### src/rtl/riscv_ctrl_im.sv
// Decode-stage control for RV32I with optional RV32M: combinational base decode plus
// a small sequencer that issues MUL/DIV to the M-unit and stalls decode until done.
module riscv_ctrl_im #(
    parameter int EN_M       = 1,
    parameter int MUL_CYCLES = 2,
    parameter int DIV_CYCLES = 33
) (
    input  logic       i_clk,
    input  logic       i_rst,
    input  logic       i_ctrl_valid,
    input  logic       i_ctrl_flush,
    input  logic [6:0] i_ctrl_opcode,
    input  logic [2:0] i_ctrl_funct3,
    input  logic       i_ctrl_funct7_5b,
    input  logic       i_ctrl_funct7_0b,
    output logic [2:0] o_ctrl_src_imm,
    output logic [1:0] o_ctrl_src_rd,
    output logic       o_ctrl_src_alu_a,
    output logic       o_ctrl_src_alu_b,
    output logic       o_ctrl_reg_wr_en,
    output logic       o_ctrl_mem_wr_en,
    output logic [3:0] o_ctrl_mem_byte_sel,
    output logic [3:0] o_ctrl_alu_ctrl,
    output logic       o_ctrl_md_sel,
    output logic       o_ctrl_illegal,
    output logic       o_jalr_d,
    output logic       o_jump_d,
    output logic       o_branch_d,
    output logic       o_zero_condition,
    output logic       o_md_start,
    output logic [2:0] o_md_op,
    output logic       o_md_done,
    output logic       o_md_stall
);

    localparam logic [6:0] OPCODE_LUI    = 7'b0110111;
    localparam logic [6:0] OPCODE_AUIPC  = 7'b0010111;
    localparam logic [6:0] OPCODE_JAL    = 7'b1101111;
    localparam logic [6:0] OPCODE_JALR   = 7'b1100111;
    localparam logic [6:0] OPCODE_BRANCH = 7'b1100011;
    localparam logic [6:0] OPCODE_LOAD   = 7'b0000011;
    localparam logic [6:0] OPCODE_STORE  = 7'b0100011;
    localparam logic [6:0] OPCODE_I_OP   = 7'b0010011;
    localparam logic [6:0] OPCODE_R_OP   = 7'b0110011;
    localparam logic [6:0] OPCODE_FENCE  = 7'b0001111;
    localparam logic [6:0] OPCODE_SYSTEM = 7'b1110011;

    localparam logic [2:0] SRC_IMM_I = 3'd0;
    localparam logic [2:0] SRC_IMM_S = 3'd1;
    localparam logic [2:0] SRC_IMM_B = 3'd2;
    localparam logic [2:0] SRC_IMM_U = 3'd3;
    localparam logic [2:0] SRC_IMM_J = 3'd4;

    localparam logic [1:0] SRC_RD_ALU = 2'd0;
    localparam logic [1:0] SRC_RD_MEM = 2'd1;
    localparam logic [1:0] SRC_RD_PC4 = 2'd2;
    localparam logic [1:0] SRC_RD_IMM = 2'd3;

    localparam logic SRC_ALU_A_RS1 = 1'b0;
    localparam logic SRC_ALU_A_PC  = 1'b1;
    localparam logic SRC_ALU_B_RS2 = 1'b0;
    localparam logic SRC_ALU_B_IMM = 1'b1;

    localparam logic [3:0] ALU_CTRL_ADD  = 4'd0;
    localparam logic [3:0] ALU_CTRL_SUB  = 4'd1;
    localparam logic [3:0] ALU_CTRL_SLL  = 4'd2;
    localparam logic [3:0] ALU_CTRL_SLT  = 4'd3;
    localparam logic [3:0] ALU_CTRL_SLTU = 4'd4;
    localparam logic [3:0] ALU_CTRL_XOR  = 4'd5;
    localparam logic [3:0] ALU_CTRL_SRL  = 4'd6;
    localparam logic [3:0] ALU_CTRL_SRA  = 4'd7;
    localparam logic [3:0] ALU_CTRL_OR   = 4'd8;
    localparam logic [3:0] ALU_CTRL_AND  = 4'd9;
    localparam logic [3:0] ALU_CTRL_NOP  = 4'd15;

    localparam logic [1:0] ST_IDLE = 2'd0;
    localparam logic [1:0] ST_BUSY = 2'd1;
    localparam logic [1:0] ST_DONE = 2'd2;

    localparam int MAX_LAT = (MUL_CYCLES > DIV_CYCLES) ? MUL_CYCLES : DIV_CYCLES;
    localparam int CNT_W   = $clog2(MAX_LAT + 1);
    localparam logic [CNT_W-1:0] MUL_LAT_M1 = CNT_W'(MUL_CYCLES - 1);
    localparam logic [CNT_W-1:0] DIV_LAT_M1 = CNT_W'(DIV_CYCLES - 1);

    logic             m_encoding;
    logic             md_req;
    logic             md_accept;
    logic [1:0]       state;
    logic [CNT_W-1:0] cnt;
    logic [3:0]       alu_by_funct3;
    logic [3:0]       lsu_byte_sel;

    assign m_encoding = (i_ctrl_opcode == OPCODE_R_OP) & i_ctrl_funct7_0b & ~i_ctrl_funct7_5b;
    assign md_req     = (EN_M != 0) & m_encoding;
    assign md_accept  = (state == ST_IDLE) & i_ctrl_valid & md_req & ~i_ctrl_flush;

    // Shared R/I ALU op; SUB is only meaningful for R-type, so the caller masks it.
    always_comb begin
        alu_by_funct3 = ALU_CTRL_ADD;
        case (i_ctrl_funct3)
            3'b000:  alu_by_funct3 = ALU_CTRL_ADD;
            3'b001:  alu_by_funct3 = ALU_CTRL_SLL;
            3'b010:  alu_by_funct3 = ALU_CTRL_SLT;
            3'b011:  alu_by_funct3 = ALU_CTRL_SLTU;
            3'b100:  alu_by_funct3 = ALU_CTRL_XOR;
            3'b101:  alu_by_funct3 = i_ctrl_funct7_5b ? ALU_CTRL_SRA : ALU_CTRL_SRL;
            3'b110:  alu_by_funct3 = ALU_CTRL_OR;
            default: alu_by_funct3 = ALU_CTRL_AND;
        endcase
    end

    always_comb begin
        case (i_ctrl_funct3[1:0])
            2'b00:   lsu_byte_sel = 4'b0001;
            2'b01:   lsu_byte_sel = 4'b0011;
            default: lsu_byte_sel = 4'b1111;
        endcase
    end

    always_comb begin
        o_ctrl_src_imm      = SRC_IMM_I;
        o_ctrl_src_rd       = SRC_RD_ALU;
        o_ctrl_src_alu_a    = SRC_ALU_A_RS1;
        o_ctrl_src_alu_b    = SRC_ALU_B_RS2;
        o_ctrl_reg_wr_en    = 1'b0;
        o_ctrl_mem_wr_en    = 1'b0;
        o_ctrl_mem_byte_sel = 4'b1111;
        o_ctrl_alu_ctrl     = ALU_CTRL_ADD;
        o_ctrl_md_sel       = 1'b0;
        o_ctrl_illegal      = 1'b0;
        o_jalr_d            = 1'b0;
        o_jump_d            = 1'b0;
        o_branch_d          = 1'b0;
        o_zero_condition    = 1'b0;
        case (i_ctrl_opcode)
            OPCODE_LUI: begin
                o_ctrl_src_imm   = SRC_IMM_U;
                o_ctrl_src_rd    = SRC_RD_IMM;
                o_ctrl_reg_wr_en = 1'b1;
            end
            OPCODE_AUIPC: begin
                o_ctrl_src_imm   = SRC_IMM_U;
                o_ctrl_src_alu_a = SRC_ALU_A_PC;
                o_ctrl_src_alu_b = SRC_ALU_B_IMM;
                o_ctrl_reg_wr_en = 1'b1;
            end
            OPCODE_JAL: begin
                o_ctrl_src_imm   = SRC_IMM_J;
                o_ctrl_src_rd    = SRC_RD_PC4;
                o_ctrl_reg_wr_en = 1'b1;
                o_jump_d         = 1'b1;
            end
            OPCODE_JALR: begin
                o_ctrl_src_rd    = SRC_RD_PC4;
                o_ctrl_src_alu_b = SRC_ALU_B_IMM;
                o_ctrl_reg_wr_en = 1'b1;
                o_jump_d         = 1'b1;
                o_jalr_d         = 1'b1;
            end
            OPCODE_BRANCH: begin
                o_ctrl_src_imm = SRC_IMM_B;
                o_branch_d     = 1'b1;
                case (i_ctrl_funct3)
                    3'b001: begin o_ctrl_alu_ctrl = ALU_CTRL_SUB;  o_zero_condition = 1'b1; end
                    3'b100: begin o_ctrl_alu_ctrl = ALU_CTRL_SLT;  o_zero_condition = 1'b1; end
                    3'b101: o_ctrl_alu_ctrl = ALU_CTRL_SLT;
                    3'b110: begin o_ctrl_alu_ctrl = ALU_CTRL_SLTU; o_zero_condition = 1'b1; end
                    3'b111: o_ctrl_alu_ctrl = ALU_CTRL_SLTU;
                    default: o_ctrl_alu_ctrl = ALU_CTRL_SUB;
                endcase
            end
            OPCODE_LOAD: begin
                o_ctrl_src_rd       = SRC_RD_MEM;
                o_ctrl_src_alu_b    = SRC_ALU_B_IMM;
                o_ctrl_reg_wr_en    = 1'b1;
                o_ctrl_mem_byte_sel = lsu_byte_sel;
            end
            OPCODE_STORE: begin
                o_ctrl_src_imm      = SRC_IMM_S;
                o_ctrl_src_alu_b    = SRC_ALU_B_IMM;
                o_ctrl_mem_wr_en    = 1'b1;
                o_ctrl_mem_byte_sel = lsu_byte_sel;
            end
            OPCODE_I_OP: begin
                o_ctrl_src_alu_b = SRC_ALU_B_IMM;
                o_ctrl_reg_wr_en = 1'b1;
                o_ctrl_alu_ctrl  = alu_by_funct3;
            end
            OPCODE_R_OP: begin
                o_ctrl_reg_wr_en = 1'b1;
                if (i_ctrl_funct3 == 3'b000 && i_ctrl_funct7_5b)
                    o_ctrl_alu_ctrl = ALU_CTRL_SUB;
                else
                    o_ctrl_alu_ctrl = alu_by_funct3;
            end
            OPCODE_FENCE, OPCODE_SYSTEM: begin
            end
            default: o_ctrl_illegal = 1'b1;
        endcase

        if (md_req) begin
            o_ctrl_reg_wr_en = 1'b1;
            o_ctrl_md_sel    = 1'b1;
            o_ctrl_alu_ctrl  = ALU_CTRL_NOP;
            o_ctrl_src_alu_b = SRC_ALU_B_RS2;
        end
        if (m_encoding && EN_M == 0)
            o_ctrl_illegal = 1'b1;

        // Squashed, empty or illegal slots must never change architectural state.
        if (!i_ctrl_valid || i_ctrl_flush || o_ctrl_illegal) begin
            o_ctrl_reg_wr_en = 1'b0;
            o_ctrl_mem_wr_en = 1'b0;
            o_jump_d         = 1'b0;
            o_jalr_d         = 1'b0;
            o_branch_d       = 1'b0;
        end
    end

    // Start and done are registered so each is a clean single-cycle pulse.
    always_ff @(posedge i_clk or posedge i_rst) begin
        if (i_rst) begin
            state      <= ST_IDLE;
            cnt        <= '0;
            o_md_op    <= 3'b000;
            o_md_start <= 1'b0;
            o_md_done  <= 1'b0;
        end else begin
            o_md_start <= 1'b0;
            o_md_done  <= 1'b0;
            case (state)
                ST_IDLE: begin
                    if (md_accept) begin
                        state      <= ST_BUSY;
                        o_md_op    <= i_ctrl_funct3;
                        cnt        <= i_ctrl_funct3[2] ? DIV_LAT_M1 : MUL_LAT_M1;
                        o_md_start <= 1'b1;
                    end
                end
                ST_BUSY: begin
                    if (i_ctrl_flush) begin
                        state <= ST_IDLE;
                    end else if (cnt == '0) begin
                        state     <= ST_DONE;
                        o_md_done <= 1'b1;
                    end else begin
                        cnt <= cnt - 1'b1;
                    end
                end
                default: state <= ST_IDLE;
            endcase
        end
    end

    // Reset gates the stall so it drops in the same cycle reset is applied.
    assign o_md_stall = ~i_rst & ~i_ctrl_flush &
                        (((state == ST_IDLE) & i_ctrl_valid & md_req) | (state == ST_BUSY));

endmodule
### config.mk
export PLATFORM = sky130hd
export DESIGN_NAME = riscv_ctrl_im
export DESIGN_NICKNAME = d
export VERILOG_FILES = /design/src/rtl/riscv_ctrl_im.sv
export SDC_FILE = /design/constraint.sdc
export NUM_CORES = 1
export LEC_CHECK = 0
export BUFFER_PORTS_ARGS = -buffer_cell sky130_fd_sc_hd__buf_2
export CORE_ASPECT_RATIO = 2
export CORE_MARGIN = 2
export CORE_UTILIZATION = 41
export DETAILED_ROUTE_END_ITERATION = 7
export PLACE_DENSITY = 0.72
export SLEW_MARGIN = 10
export SYNTH_ARGS = -nofsm -noshare
export SYNTH_HDL_FRONTEND = slang
export SYNTH_SLANG_ARGS = --single-unit
### constraint.sdc
create_clock -name i_clk -period 1.9 [get_ports i_clk]
set_input_delay 0.285 -clock i_clk [delete_from_list [all_inputs] [get_ports i_clk]]
set_output_delay 0.285 -clock i_clk [all_outputs]
set_load 0.01 [all_outputs]
==> flow_summary.ini <==
[run_status]
outcome = finished with violations
violations = negative setup slack

[synthesis]
yosysSeqAreaShare_pct = 29.3
synth_top_area_share_pct = 29.3
postSynthAreaPerCell_sq_um = 7.70
yosysUniqueCellTypes = 46
syn_area_sq_um = 1110
synthFlopType = dfrtp_1
synth_commonest_cells = 13 x dfrtp_1, 13 x nor2_1, 12 x nand2_1
postSynth.asyncResetShare_pct = 100
synth-edff-count = 0
yosysWarningCount = 0
syn-num-nets = 162
ys_top_cells_by_area = dfrtp_1 29%, nand3_1 4.5%, nor3_1 4.5%, nor2_1 4.4%, nand2_1 4.1%
yosys.area.top_type = dfrtp_1
yosys_register_bits = 13
synthCells = 144

[drt]
drc = 0
wl_met1_microns = 1140
drtIter0Drc = 28
postRouteAntennaNets = 0
viasPerCell = 5.89
wire_per_inst_microns = 14.9
dr.pass1.iters = 4
drt_wl_total_microns = 3450
top_layer = met4
wl_met3_microns = 157
wl_met2_microns = 1940
dr_total_vias = 1360

[place]
placed_area_sq_um = 1480
numPortBuffers = 43
dp_slack_ns = -0.0324
dp.final_hpwl_microns = 2770
gp_congestion = 0.863

[timing]
max_freq_mhz = 515
tns_ns = -0.103
skew_ns = 0.00251
layout_setup_ws_ns = -0.0405
final.period_utilization_pct = 102
finalMaxSlewViolations = 0
rsz0062_at_grt = true
period_needed_ns = 1.94
finalSetupViolCount = 4
final-hold-violation-count = 0

[die]
core_sq_um = 2570
die_area_sq_um = 3160
io_pins = 45
die_x_microns = 40.8
num_rows = 26
start_util_pct = 43.1
die_h_microns = 77.5

[clock_tree]
htree_levels = 1
cts_num_sinks = 13
cts-root-buf = clkbuf_8
hold_buffers = 0
clk_path_buf_depth = 2
postCtsSetupRepairBufs = 0
clk_pin_slew_ns = 0.05
tritoncts = yes
clock_latency_ns = 0.25
cts_buffers = 3

[critical_path]
worstPathMaxFanout = 7
crit_path_max_incr_delay_ns = 0.54
start_kind = flip-flop
critPathTopFamily = simple AND/OR/NAND/NOR gates
critPathKind = reg2reg
worst_ep_required_time_ns = 2.03
path_buf_inv = 1
cp_cell_sequence = or4b_4 -> or4_4 -> buf_6 -> mux2_4
crit_path_top_delay_cell = or4b_4
crit_arrival_ns = 2.07
end_kind = flip-flop

[global_routing]
grt_max_degree = 15
grt_usage_pct = 24.3
antenna_found_initial = 0
first_global_vias = 1293
grt_first_pass_wirelength_microns = 5380
grt_remaining_overflow = 0

[cells_and_area]
area_growth_pct = 39.7
drive_above_1_share_pct = 38.9
final_nets = 222
insertedDiodeCount = 0
final_util_pct = 60.3
stdcell_area_sq_um = 1550

[min_path]
hold_path_class = in2async

[run]
cap_violations = 0

[power]
ir_drop_v = 0.000426
total_power_uw = 711
powerDensity_nw_per_um2 = 459
leakage_nw = 0.786
[state kept, by name (all words and copies together), names as in the netlist]
name / cells
cnt: 6
state: 2
o_md_start: 1
o_md_done: 1
o_md_op: 3
[metal layers]
| metal | global-route usage [%] | vias up |
|---|---|---|
| li1 | - | 639 |
| met2 | 44.4 | 63 |
| met5 | 0 | - |
| met3 | 2.57 | 20 |
| met4 | 19.0 | 0 |
| met1 | 19.9 | 638 |
[cell families after synthesis]
| group | count (synthesis) | share of synthesized area (%) |
|---|---|---|
| muxes | 3 | 3.39 |
| xor gates and xnor gates | 2 | 1.58 |
| adders and majority gates | 2 | 2.26 |
| buffers and inverters | 20 | 8.24 |
| and+or+nand+nor | 67 | 33.1 |
| DFF | 13 | 29.3 |
| AOI/OAI and AO/OA | 36 | 21.8 |
| other | 1 | 0.338 |
[what timing repair did]
action / CTS / global route
resized for setup: 4 / 2
endpoints found under the hold margin: 0 / 0
setup endpoints to repair: 6 / 7
[tightest hold or removal path: stages]
cell and delay [ns]:
buf_2 0.09, inv_1 0.11, buf_4 0.24
[area by class of cell]
type | count | area (sq um)
fill | 231 | 1020
multi-input combinational | 111 | 711
timing repair buffer | 67 | 403
sequential | 13 | 325
clock buffer | 4 | 45.0
tap | 28 | 35.0
inverter | 8 | 30.0
[power by group]
| group | switching (mW) | internal (mW) |
|---|---|---|
| Clock | 0.0989 | 0.148 |
| Sequential | 0.0120 | 0.289 |
| Combinational | 0.0905 | 0.0726 |
[cell usage in the layout (no fill, tap or decap), drive strengths merged, types with 2 or more instances in the layout]
cell type   n
and4        2
or3         3
dfrtp      13
o21a        3
nand2      12
mux2        3
a21oi       8
o22a        2
o21ai       6
nand2b      4
nor2       13
or4         2
nor3       10
inv         8
clkbuf      4
o211ai      2
o22ai       3
nor4bb      2
nor2b       2
buf        67
ha          2
o21bai      2
nand3      10
a21boi      2
[metrics by stage]
step / hold slack [ns] / cells
after floorplan: 0.170 / 144
after global placement: 0.380 / 227
after detailed placement: 0.380 / 227
after CTS: 0.111 / 231
after global routing: 0.147 / 231
final: 0.127 / 231
[worst paths after layout]
check / from / end / slack, ns / depth (start not counted)
max: state[1] / o_md_op[1] / -0.04 / 4
min: i_rst / cnt[2] / 0.13 / 3
max reg2reg: state[1] / o_md_op[1] / -0.04 / 4
min reg2reg: o_md_op[2] / o_md_op[2] / 0.48 / 2
max in group asynchronous: i_rst / cnt[4] / 1.61 / 3
min in group i_clk: i_ctrl_funct3[1] / o_md_op[1] / 0.40 / 2
Note: power is estimated with default switching activity, not from simulation.
